==> config.mk <==
export PLATFORM = sky130hd
export DESIGN_NAME = divideby_n_fsm_flat
export DESIGN_NICKNAME = d
export VERILOG_FILES = /design/src/rtl/divideby_n_fsm_pkg.sv /design/src/rtl/divideby_n_fsm_if.sv /design/src/rtl/divideby_n_fsm.sv /design/src/flat_wrapper.sv
export SDC_FILE = /design/constraint.sdc
export NUM_CORES = 1
export LEC_CHECK = 0
export CAP_MARGIN = 20
export CORE_UTILIZATION = 50
export CTS_BUF_LIST = sky130_fd_sc_hd__clkbuf_4
export DETAILED_ROUTE_END_ITERATION = 6
export PLACE_DENSITY = 0.71
export SYNTH_ARGS = -nofsm -noshare
export SYNTH_HDL_FRONTEND = slang
export SYNTH_SLANG_ARGS = --single-unit
==> constraint.sdc <==
create_clock -name clk -period 4 [get_ports clk]
set_clock_uncertainty 0.05 [all_clocks]
set_input_delay 1.2 -clock clk [delete_from_list [all_inputs] [get_ports clk]]
set_output_delay 1.2 -clock clk [all_outputs]
set_load 0.03 [all_outputs]
==> src/rtl/divideby_n_fsm_pkg.sv <==
// Shared types for the programmable clock divider.
//   statetype : divider run state (idle / running)
//   modetype  : output waveform selection (single-cycle pulse / near-50% square)
package divider_pkg;

    typedef enum logic {
        S_IDLE,
        S_RUN
    } statetype;

    typedef enum logic {
        MODE_PULSE,
        MODE_SQUARE
    } modetype;

endpackage

==> src/rtl/divideby_n_fsm_if.sv <==
// Control/status bundle for divideby_n_fsm.
//   en         : run enable (master -> slave)
//   load       : sample div_i this cycle (master -> slave)
//   div_i      : requested divisor, 0 treated as 1 (master -> slave)
//   mode       : MODE_PULSE / MODE_SQUARE (master -> slave)
//   y          : divided output (slave -> master)
//   tick       : last cycle of each period (slave -> master)
//   div_active : divisor currently in effect (slave -> master)
interface divideby_n_fsm_if #(
    parameter int unsigned WIDTH = 8
);
    import divider_pkg::*;

    logic             en;
    logic             load;
    logic [WIDTH-1:0] div_i;
    modetype          mode;
    logic             y;
    logic             tick;
    logic [WIDTH-1:0] div_active;

    modport master (
        output en,
        output load,
        output div_i,
        output mode,
        input  y,
        input  tick,
        input  div_active
    );

    modport slave (
        input  en,
        input  load,
        input  div_i,
        input  mode,
        output y,
        output tick,
        output div_active
    );

endinterface

==> src/rtl/divideby_n_fsm.sv <==
// Runtime-programmable clock divider / timing-strobe generator.
// Divides clk by N (1..2^WIDTH-1), emitting a one-cycle pulse or a near-50% square wave,
// plus a tick in the last cycle of every period. Divisor reloads while running are held in
// a shadow register and applied only at a period boundary so no short/long period occurs.
// Ports:
//   clk   : system clock, rising edge
//   reset : asynchronous, active-high reset
//   bus   : divideby_n_fsm_if.slave (en, load, div_i, mode -> y, tick, div_active)
module divideby_n_fsm
    import divider_pkg::*;
#(
    parameter int unsigned WIDTH       = 8,
    parameter int unsigned DEFAULT_DIV = 3
) (
    input  logic            clk,
    input  logic            reset,
    divideby_n_fsm_if.slave bus
);

    statetype         state_q, state_d;
    logic [WIDTH-1:0] cnt_q, cnt_d;
    logic [WIDTH-1:0] div_act_q, div_act_d;
    logic [WIDTH-1:0] div_shadow_q, div_shadow_d;
    logic             pend_q, pend_d;

    logic [WIDTH-1:0] div_norm;
    logic             last;
    logic             wrap;
    logic [WIDTH:0]   half;

    // A zero divisor would never wrap; treat it as divide-by-1.
    assign div_norm = (bus.div_i == '0) ? WIDTH'(1) : bus.div_i;

    // div_act is never 0, so the subtraction cannot underflow.
    assign last = (cnt_q == div_act_q - WIDTH'(1));
    assign wrap = (state_q == S_RUN) && bus.en && last;

    always_ff @(posedge clk or posedge reset) begin
        if (reset) begin
            state_q      <= S_IDLE;
            cnt_q        <= '0;
            div_act_q    <= WIDTH'(DEFAULT_DIV);
            div_shadow_q <= WIDTH'(DEFAULT_DIV);
            pend_q       <= 1'b0;
        end else begin
            state_q      <= state_d;
            cnt_q        <= cnt_d;
            div_act_q    <= div_act_d;
            div_shadow_q <= div_shadow_d;
            pend_q       <= pend_d;
        end
    end

    always_comb begin
        state_d      = state_q;
        cnt_d        = cnt_q;
        div_act_d    = div_act_q;
        div_shadow_d = div_shadow_q;
        pend_d       = pend_q;

        unique case (state_q)
            S_IDLE: begin
                cnt_d = '0;
                if (bus.load) begin
                    div_act_d = div_norm;
                end
                if (bus.en) begin
                    state_d = S_RUN;
                end
            end
            S_RUN: begin
                if (!bus.en) begin
                    state_d = S_IDLE;
                    cnt_d   = '0;
                end else if (last) begin
                    cnt_d = '0;
                end else begin
                    cnt_d = cnt_q + WIDTH'(1);
                end

                // A load on the wrap edge takes effect directly; otherwise it waits in
                // the shadow register so the running period finishes with the old divisor.
                if (bus.load && wrap) begin
                    div_act_d = div_norm;
                    pend_d    = 1'b0;
                end else if (bus.load) begin
                    div_shadow_d = div_norm;
                    pend_d       = 1'b1;
                end else if (wrap && pend_q) begin
                    div_act_d = div_shadow_q;
                    pend_d    = 1'b0;
                end
            end
            default: begin
                state_d = S_IDLE;
            end
        endcase
    end

    // ceil(N/2), computed one bit wider so N = 2^WIDTH-1 does not overflow.
    assign half = ({1'b0, div_act_q} + (WIDTH+1)'(1)) >> 1;

    always_comb begin
        bus.y    = 1'b0;
        bus.tick = 1'b0;
        if (state_q == S_RUN) begin
            bus.tick = last;
            if (bus.mode == MODE_SQUARE) begin
                bus.y = ({1'b0, cnt_q} < half);
            end else begin
                bus.y = (cnt_q == '0);
            end
        end
    end

    assign bus.div_active = div_act_q;

endmodule

==> src/flat_wrapper.sv <==
// flat-port wrapper written by rule: the top's interface ports become plain ports
module divideby_n_fsm_flat import divider_pkg::*;
#(
    parameter int unsigned WIDTH       = 8,
    parameter int unsigned DEFAULT_DIV = 3
)
  (clk, reset, bus_en, bus_load, bus_div_i, bus_mode, bus_y, bus_tick, bus_div_active);
  divideby_n_fsm_if #(.WIDTH(WIDTH)) bus_i ();
  input  logic clk;
  input  logic reset;
  input wire logic [$bits(bus_i.en)-1:0] bus_en;
  input wire logic [$bits(bus_i.load)-1:0] bus_load;
  input wire logic [$bits(bus_i.div_i)-1:0] bus_div_i;
  input wire logic [$bits(bus_i.mode)-1:0] bus_mode;
  output wire logic [$bits(bus_i.y)-1:0] bus_y;
  output wire logic [$bits(bus_i.tick)-1:0] bus_tick;
  output wire logic [$bits(bus_i.div_active)-1:0] bus_div_active;
  assign bus_i.en = bus_en;
  assign bus_i.load = bus_load;
  assign bus_i.div_i = bus_div_i;
  assign bus_i.mode = bus_mode;
  assign bus_y = bus_i.y;
  assign bus_tick = bus_i.tick;
  assign bus_div_active = bus_i.div_active;
  divideby_n_fsm #(.WIDTH(WIDTH), .DEFAULT_DIV(DEFAULT_DIV)) u_core (.clk(clk), .reset(reset), .bus(bus_i));
endmodule
==> key figures, run 1 <==
Global route
  • Antenna violations before repair: 0
  • Total gr overflow: 0
  • Largest net degree at the start of global routing: 27
  • Vias in the first global route: 1456
  • Global-route wire length before repair: 6890 um
  • GR Util All Layers: 22.2%

Logic synthesis
  • Ys Warns: 0
  • Post-synth ARST share: 100%
  • Post-synth top area cell: dfrtp_1
  • Post-Syn Instances: 193
  • Top cell type's share of synthesized area: 30.0%
  • Cell variety after synth: 44
  • Avg Cell Area, Syn: 9.50 um^2
  • Mapped Nets: 217
  • #FFs+latches synth: 26
  • Synth area leaders: dfrtp_1 (30%), ha_1 (7.5%), xor2_1 (6.7%)
  • Register area share after synthesis: 35.7%
  • Top_reg_cell synth: dfrtp_1
  • Number of synthesized flops with an enable pin: 0
  • Post-Syn Area: 1830 um^2

STA
  • Relative slew slack: 74.5%
  • RSZ-0062 raised after global routing: no
  • Setup TNS: 0 ns
  • Final Hold Viols: 0
  • Worst Max-Slew Pin Slew: 0.381 ns
  • Final setup violation count: 0
  • Tmin final: 3.85 ns
  • Peak Freq: 0.260 GHz
  • Final worst-path cycle share: 96.3%
  • Hold Worst Slack: 0.430 ns
  • Pins over their slew limit: 0

Run status
  • Outcome: finished clean

Clock tree
  • Clock-pin slew on the worst setup and hold paths: 0.16 ns
  • CTS Hold Bufs: 0
  • Longest Clk Path Bufs: 2
  • Clock Root Buffer: clkbuf_4
  • Sink Count: 26
  • H-tree lvl count: 1
  • CTS tree: yes
  • Worst-Skew Late Latency: 0.34 ns
  • CTS Buf Count: 3

Setup path
  • Arrival time worst endpoint: 2.60 ns
  • Startpoint types: flip-flop
  • Worst path required time: 2.75 ns
  • Worst Setup End Kind: output pin
  • Critical path class: flip-flop to output pin
  • Crit Path Max Fanout: 7

Detailed routing
  • DRT iter0 DRCs: 77
  • Drt first pass iters: 4
  • ANT nets after route: 0
  • Via count: 1549
  • Vias per cell: 5.96
  • Final WL: 4050 um
  • Residual DRC count: 0
  • Average routed wire per standard cell: 15.6 um

Pwr
  • Leakage: 0.939 nW
  • Peak supply drop: 0.211 mV
  • PwrDens: 339 nW/um^2

Min path
  • Hold WC Path Type: flip-flop to flip-flop

Die
  • Initial cell density of the core: 53.7%
  • DIE AREA: 3920 um^2
  • I/O pins: 23
  • # rows: 21
  • Die Y: 62.6 um
  • Die Wd: 62.6 um
  • Core area: 3420 um^2

Final layout
  • Fin util: 64.4%
  • Antenna cells: 0
  • Fin area: 2200 um^2
  • Post-route insts no fill: 260
  • Share of cells above drive strength 1: 18.2%
  • P&R area growth vs syn: 19.9%
  • Nets: 239

Flow run
  • Maximum Capacitance Violations: 0

Place
  • Port bufs: 22
  • Placed instance area: 2060 um^2
  • Placed cell count: 250
  • HPWL Detailed: 3020 um
  • Routability cong.: 0.850
==> per-layer routing <==
metal	wire length, um	vias to the layer above	global-route usage [%]
li1	-	744	-
met1	1690	754	27.7
met2	2140	43	39.7
met3	151	8	3.83
met4	73	0	5.52
met5	0	-	0
==> timing repair <==
action / in CTS / in global routing
setup endpoints to repair: 0 / 2
resized for setup: 0 / 5
setup buffers: 0 / 5
==> worst paths after layout <==
kind	from	to	slack, ns	cells past startpoint
worst max-delay path	u_core.bus.div_active[1]$_DFFE_PP1P_	bus_tick	0.15	9
worst min-delay path	u_core.div_shadow_q[0]$_DFFE_PP1P_	u_core.div_shadow_q[0]$_DFFE_PP1P_	0.43	2
worst max register to register	u_core.bus.div_active[1]$_DFFE_PP1P_	u_core.div_shadow_q[6]$_DFFE_PP0P_	1.21	10
worst min register to register	u_core.div_shadow_q[0]$_DFFE_PP1P_	u_core.div_shadow_q[0]$_DFFE_PP1P_	0.43	2
max in group asynchronous	reset	u_core.bus.div_active[0]$_DFFE_PP1P_	2.50	3
min in group asynchronous	reset	u_core.div_shadow_q[4]$_DFFE_PP0P_	0.97	2
==> flip-flops by register name (all words and copies together) (netlist names) <==
signal                 count
u_core.div_shadow_q        8
u_core.pend_q              1
u_core.cnt_q               8
u_core.bus.div_active      8
u_core.state_q             1
==> cell families (layout without fill, tap and decap cells) <==
kind of cell / after synthesis / in the layout / synth area share, %
DFF: 26 / 26 / 35.7
AOI/OAI and AO/OA: 41 / 41 / 17.1
adders and majority gates: 11 / 11 / 7.50
muxes: 8 / 8 / 6.28
and+or+nand+nor: 67 / 67 / 19.0
buffers and inverters: 19 / 40 / 4.37
xor gates and xnor gates: 21 / 21 / 10.0
==> Yosys cell counts, types with 2 or more instances <==
| master | count |
|---|---|
| nand2_1 | 11 |
| xnor2_1 | 7 |
| nand3_1 | 13 |
| a31oi_1 | 2 |
| nor4_1 | 4 |
| nand2b_1 | 2 |
| nand3b_1 | 2 |
| dfrtp_1 | 22 |
| a21oi_1 | 7 |
| o21ai_0 | 6 |
| ha_1 | 11 |
| nor2_1 | 14 |
| dfstp_2 | 4 |
| o22ai_1 | 7 |
| a21o_1 | 4 |
| and3_1 | 6 |
| xor2_1 | 14 |
| mux2_4 | 7 |
| nor3_1 | 4 |
| nor2b_1 | 3 |
| clkbuf_1 | 9 |
| inv_1 | 7 |
| o221a_2 | 6 |
==> metrics by stage <==
step / setup WS, ns / total power, W
global placement: 0.480 / 0.000533
floorplan: 0.00928 / 0.000477
global route: 0.0521 / 0.000783
finish: 0.149 / 0.000746
CTS: 0.0474 / 0.000729
detailed placement: 0.444 / 0.000541
==> worst max-delay path, cell delays in order (launching register included) <==
cell      delay [ns]
dfstp_2         0.62
buf_4           0.13
inv_1           0.04
ha_2            0.20
nor2b_1         0.13
or3_1           0.35
a31o_2          0.26
a211oi_4        0.21
and2_2          0.17
buf_4           0.15
==> cells in the final DEF (no fill, tap or decap), drive strengths merged, types with 7 or more instances in the layout <==
cell,netlist,layout
nand3,13,13
clkdlybuf4s50,0,20
ha,11,11
nor2,14,14
nand2,11,11
inv,7,7
a21oi,8,8
dfrtp,22,22
buf,3,9
mux2,7,7
o22ai,7,7
xnor2,7,7
xor2,14,14
==> layout make-up <==
cell class                 instances  area (um^2)
clock buffer                       3         22.5
inverter                           7         26.3
sequential                        26          658
tap                               46         57.6
multi-input combinational        148         1100
clock inverter                     1         30.0
timing repair buffer              29          300
fill                             283         1220
==> report_power, final <==
part           leakage, nW  internal [W]  switching (W)
combinational        0.603      0.000118       0.000110
sequential           0.308      0.000292      0.0000386
clock               0.0279      0.000101      0.0000858
total                0.939      0.000512       0.000234
Power figures use the tool's default switching activity.
==> inputs of run 2 (changes only) <==
--- a/config.mk
+++ b/config.mk
@@ -9,6 +9,7 @@
 export CORE_UTILIZATION = 50
 export CTS_BUF_LIST = sky130_fd_sc_hd__clkbuf_4
 export DETAILED_ROUTE_END_ITERATION = 6
+export MAX_ROUTING_LAYER = met4
 export PLACE_DENSITY = 0.71
 export SYNTH_ARGS = -nofsm -noshare
 export SYNTH_HDL_FRONTEND = slang
==> key figures, run 2 (synthesis gave the netlist of run 1 again) <==
Final layout
  • Share of cells above drive strength 1: 18.2%
  • P&R area growth vs syn: 19.9%
  • Area of the multi-input gates: 1100 um^2
  • Fin area: 2200 um^2
  • Commonest cells after routing, fill and taps aside: clkdlybuf4s50_1 (20), dfrtp_1 (20), xor2_1 (14), nor2_1 (14), nand3_1 (13)
  • Post-route insts no fill: 260
  • Nets: 239
  • Sequential Area: 658 um^2
  • Antenna cells: 0
  • Fillcell total: 283

Global route
  • Largest net degree at the start of global routing: 27
  • Global-route wire length before repair: 6890 um
  • Met1 GRT Util: 27.8%
  • Antenna violations before repair: 0
  • M3 GR Usage: 3.83%
  • Total gr overflow: 0
  • Gr busiest metal: met2
  • Met2 usage: 39.5%
  • Vias in the first global route: 1455
  • GR Util All Layers: 22.9%

Clock tree
  • Longest Clk Path Bufs: 2
  • Worst-Skew Late Latency: 0.33 ns
  • CTS Buf Count: 3
  • Sink Count: 26
  • Clock-pin slew on the worst setup and hold paths: 0.16 ns
  • CTS Hold Bufs: 0
  • Clock Root Buffer: clkbuf_4
  • CTS tree: yes
  • H-tree lvl count: 1

Die
  • Die Wd: 62.6 um
  • # rows: 21
  • DIE AREA: 3920 um^2
  • Core area: 3420 um^2
  • Initial cell density of the core: 53.7%
  • Die Y: 62.6 um
  • I/O pins: 23

STA
  • Worst Max-Slew Pin Slew: 0.384 ns
  • Final worst-path cycle share: 96.4%
  • Final setup violation count: 0
  • Final WS setup: 0.146 ns
  • RSZ-0062 raised after global routing: no
  • Final Hold Viols: 0
  • Pins over their slew limit: 0
  • Relative slew slack: 74.4%
  • Setup TNS: 0 ns
  • Tmin final: 3.85 ns
  • Peak Freq: 0.259 GHz

Place
  • Port bufs: 22
  • Placed instance area: 2060 um^2
  • HPWL Detailed: 3020 um
  • Placed cell count: 250
  • Pre-CTS setup slack: 0.444 ns
  • Routability cong.: 0.864

Detailed routing
  • Via count: 1538
  • Vias per cell: 5.92
  • Residual DRC count: 0
  • Final WL: 4060 um
  • ANT nets after route: 0
  • Drt first pass iters: 4
  • DRT iter0 DRCs: 73
  • Average routed wire per standard cell: 15.6 um

Pwr
  • Leakage: 0.939 nW
  • PwrDens: 339 nW/um^2
  • Peak supply drop: 0.211 mV

Setup path
  • Arrival time worst endpoint: 2.60 ns
  • Reg2reg start: u_core.bus.div_active[0]$_DFFE_PP1P_
  • CP max stage delay: 0.61 ns
  • Crit Path Max Fanout: 7
  • Critical Path Sink: bus_tick
  • Critical path class: flip-flop to output pin
  • Worst path required time: 2.75 ns
  • CP max stage cell: dfstp_2
  • Worst R2R End: u_core.div_shadow_q[6]$_DFFE_PP0P_
  • Critical path cell sequence: buf_12 -> inv_1 -> ha_2 -> nor2b_1 -> or3_1 -> a31o_2 -> a211oi_4 -> and2_2 -> buf_4
  • Worst Setup End Kind: output pin
  • Reg2reg path depth: 10
  • Worst R2R Setup Slack: 1.20 ns
  • Worst setup startpoint: u_core.bus.div_active[0]$_DFFE_PP1P_
  • Startpoint types: flip-flop

Flow run
  • Maximum Capacitance Violations: 0

Run status
  • Outcome: finished clean

Min path
  • Hold WC Path Type: flip-flop to flip-flop
## run 2: layout make-up
| class | instances | area share (%) |
|---|---|---|
| multi-input cells | 148 | 50.2 |
| inverters | 7 | 1.19 |
| flip-flops and latches | 26 | 29.9 |
| repair buffers | 29 | 13.7 |
| clock inverters | 1 | 1.37 |
| well taps | 46 | 2.62 |
| clock buffers | 3 | 1.02 |
## run 2: metal layers
| metal | part of all wire (%) | routed length, um |
|---|---|---|
| met1 | 42 | 1690 |
| met2 | 53 | 2140 |
| met3 | 4.2 | 172 |
| met4 | 1.3 | 54 |
| met5 | 0 | 0 |
## run 2: per-stage QoR
stage / hold slack (ns) / utilization (%) / power [W]
after floorplan: 0.392 / - / 0.000477
after detailed placement: 0.414 / 60.4 / 0.000541
after global placement: 0.406 / 60.4 / 0.000533
after global routing: 0.467 / 64.4 / 0.000783
final: 0.430 / 64.4 / 0.000746
after CTS: 0.436 / 61.9 / 0.000729
## run 2: worst min path at each step
stage	from	end	slack (ns)	cells after the start
4_1_cts	u_core.div_shadow_q[0]$_DFFE_PP1P_	u_core.div_shadow_q[0]$_DFFE_PP1P_	0.44	2
6_report	u_core.div_shadow_q[0]$_DFFE_PP1P_	u_core.div_shadow_q[0]$_DFFE_PP1P_	0.43	2
3_5_place_dp	u_core.div_shadow_q[0]$_DFFE_PP1P_	u_core.div_shadow_q[0]$_DFFE_PP1P_	0.41	2
3_3_place_gp	u_core.div_shadow_q[0]$_DFFE_PP1P_	u_core.div_shadow_q[0]$_DFFE_PP1P_	0.41	2
5_1_grt	u_core.div_shadow_q[0]$_DFFE_PP1P_	u_core.div_shadow_q[0]$_DFFE_PP1P_	0.47	2
2_1_floorplan	u_core.div_shadow_q[0]$_DFFE_PP1P_	u_core.div_shadow_q[0]$_DFFE_PP1P_	0.39	2
## run 2: repair_timing
item | in CTS | in global routing
setup endpoints to repair | 0 | 2
setup buffers | 0 | 5
resized for setup | 0 | 5
## run 2: critical path, delay by kind of cell, from the launching register on
kind	cells	cell delay [ns]
compound gates	2	0.47
flops	1	0.61
buf+inv	3	0.31
simple gates	3	0.66
fa+ha+maj	1	0.22
## run 2: power breakdown
part | switching (W) | total (W) | internal [W]
sequential | 0.0000387 | 0.000331 | 0.000292
combinational | 0.000110 | 0.000228 | 0.000118
clock | 0.0000856 | 0.000187 | 0.000101
==> inputs of run 3 (changes only) <==
--- a/config.mk
+++ b/config.mk
@@ -10,7 +10,7 @@
 export CTS_BUF_LIST = sky130_fd_sc_hd__clkbuf_4
 export DETAILED_ROUTE_END_ITERATION = 6
 export MAX_ROUTING_LAYER = met4
-export PLACE_DENSITY = 0.71
+export PLACE_DENSITY_LB_ADDON = 0.3
 export SYNTH_ARGS = -nofsm -noshare
 export SYNTH_HDL_FRONTEND = slang
 export SYNTH_SLANG_ARGS = --single-unit
==> key figures, run 3 (synthesis gave the netlist of run 1 again) <==
Run status
  • Outcome: finished clean

Global route
  • GR Util All Layers: 22.3%
  • Antenna violations before repair: 0
  • Total gr overflow: 0
  • Vias in the first global route: 1455
  • Largest net degree at the start of global routing: 27
  • Global-route wire length before repair: 6770 um

Die
  • DIE AREA: 3920 um^2
  • I/O pins: 23
  • Die Wd: 62.6 um
  • # rows: 21
  • Initial cell density of the core: 53.7%
  • Core area: 3420 um^2
  • Die Y: 62.6 um

Pwr
  • Peak supply drop: 0.272 mV
  • Leakage: 0.945 nW
  • PwrDens: 307 nW/um^2
  • Net Sw Frac: 33.3%
  • Comb pwr share: 34.6%
  • Flop pwr share: 49.2%
  • Net switching power: 0.000224 W
  • Power Internal: 0.000450 W
  • Overall Power: 0.000674 W
  • Clock power share: 16.3%

Setup path
  • Worst setup startpoint: u_core.bus.div_active[0]$_DFFE_PP1P_
  • Critical path class: flip-flop to output pin
  • Crit-path leading delay family: simple AND/OR/NAND/NOR gates
  • Worst R2R Setup Slack: 1.21 ns
  • Crit Path Max Fanout: 8
  • Worst Setup End Kind: output pin
  • Worst R2R End: u_core.div_shadow_q[5]$_DFFE_PP0P_
  • Critical Path Sink: bus_tick
  • Arrival time worst endpoint: 2.56 ns
  • Startpoint types: flip-flop
  • CP max stage delay: 0.63 ns
  • Reg2reg start: u_core.bus.div_active[0]$_DFFE_PP1P_
  • Critical path cell sequence: inv_1 -> ha_1 -> nor2b_1 -> or3_1 -> a31o_2 -> a211oi_4 -> and2_2 -> buf_4
  • CP max stage cell: dfstp_2
  • Reg2reg path depth: 9
  • Crit path buffers/inverters: 2
  • Worst path required time: 2.75 ns
  • Number of cells on the critical path: 8

Place
  • Port bufs: 22
  • Placed instance area: 2060 um^2
  • HPWL Detailed: 2920 um
  • Routability cong.: 0.840
  • Placed cell count: 250

Final layout
  • Fillcell total: 292
  • Commonest cells after routing, fill and taps aside: clkdlybuf4s50_1 (20), dfrtp_1 (19), xor2_1 (14), nor2_1 (14)
  • Share of cells above drive strength 1: 19.2%
  • Antenna cells: 0
  • Post-route insts no fill: 265
  • Fin area: 2190 um^2
  • P&R area growth vs syn: 19.6%
  • Nets: 244
  • Fin util: 64.2%
  • Commonest non-fill, non-tap cell in the layout: clkdlybuf4s50_1

STA
  • Final Hold Viols: 0
  • Tmin final: 3.81 ns
  • Final setup violation count: 0
  • Final worst-path cycle share: 95.3%
  • Relative slew slack: 74.6%
  • Worst Max-Slew Pin Slew: 0.379 ns
  • Peak Freq: 0.262 GHz
  • Pins over their slew limit: 0

Detailed routing
  • Vias per cell: 5.86
  • ANT nets after route: 0
  • DRT iter0 DRCs: 81
  • Residual DRC count: 0
  • Final WL: 4280 um
  • Drt first pass iters: 4
  • Average routed wire per standard cell: 16.2 um
  • Via count: 1553

Clock tree
  • Longest Clk Path Bufs: 2
  • Clock Root Buffer: clkbuf_4
  • CTS Hold Bufs: 0
  • CTS Buf Count: 3
  • Sink Count: 26
  • H-tree lvl count: 1
  • Clock-pin slew on the worst setup and hold paths: 0.14 ns
  • Worst-Skew Late Latency: 0.31 ns
  • CTS tree: yes

Min path
  • Hold WC Path Type: flip-flop to flip-flop

Flow run
  • Maximum Capacitance Violations: 0
[run 3: cell count changes in the layout (fill, tap and decap cells not counted), sizes merged]
cell	previous run	this run
buf	9	14
clkinv	0	1
bufinv	1	0
[run 3: power by group through the flow]
stage                     logic (W)  registers, W  clock network (W)
after floorplan            0.000142      0.000335                  0
after global placement     0.000197      0.000337                  0
after detailed placement   0.000201      0.000339                  0
after CTS                  0.000203      0.000334           0.000115
after global routing       0.000250      0.000335           0.000127
final                      0.000233      0.000331           0.000110
[run 3: worst min path at each step]
stage | startpoint | end | cells past startpoint
after global routing | u_core.div_shadow_q[0]$_DFFE_PP1P_ | u_core.div_shadow_q[0]$_DFFE_PP1P_ | 2
after CTS | u_core.div_shadow_q[0]$_DFFE_PP1P_ | u_core.div_shadow_q[0]$_DFFE_PP1P_ | 2
after detailed placement | u_core.div_shadow_q[0]$_DFFE_PP1P_ | u_core.div_shadow_q[0]$_DFFE_PP1P_ | 2
final | u_core.div_shadow_q[0]$_DFFE_PP1P_ | u_core.div_shadow_q[0]$_DFFE_PP1P_ | 2
after floorplan | u_core.div_shadow_q[0]$_DFFE_PP1P_ | u_core.div_shadow_q[0]$_DFFE_PP1P_ | 2
after global placement | u_core.div_shadow_q[0]$_DFFE_PP1P_ | u_core.div_shadow_q[0]$_DFFE_PP1P_ | 2
[run 3: timing repair]
| item | in CTS | in global routing |
|---|---|---|
| buffers inserted | 0 | 10 |
| gates resized for setup | 0 | 3 |
| setup endpoints to repair | 0 | 2 |
[run 3: worst min-delay path, stage by stage, from the launching register on]
cell and delay (ns):
dfstp_2 0.40, inv_1 0.04, mux2i_1 0.06
[run 3: layer usage]
| metal | share of wire, % | global-route usage, % | vias up |
|---|---|---|---|
| li1 | - | - | 747 |
| met1 | 46 | 30.8 | 764 |
| met2 | 51 | 34.5 | 38 |
| met3 | 3.0 | 2.19 | 4 |
| met4 | 0.68 | 6.98 | 0 |
| met5 | 0 | - | - |
[run 3: final cells by class]
class	instances	area (um^2)	share of cell area, %
clock buffers	3	22.5	1.03
clock inverters	1	3.75	0.171
inverters	7	26.3	1.20
multi-input cells	148	1100	50.1
flip-flops and latches	26	659	30.0
well taps	46	57.6	2.62
repair buffers	34	325	14.8
[run 3: stage by stage]
step	TNS [ns]	hold WS, ns	setup WS (ns)
after detailed placement	0	0.414	0.407
after global routing	-0.0111	0.466	-0.0111
after floorplan	0	0.392	0.00928
after global placement	0	0.406	0.511
final	0	0.435	0.187
after CTS	0	0.436	0.107
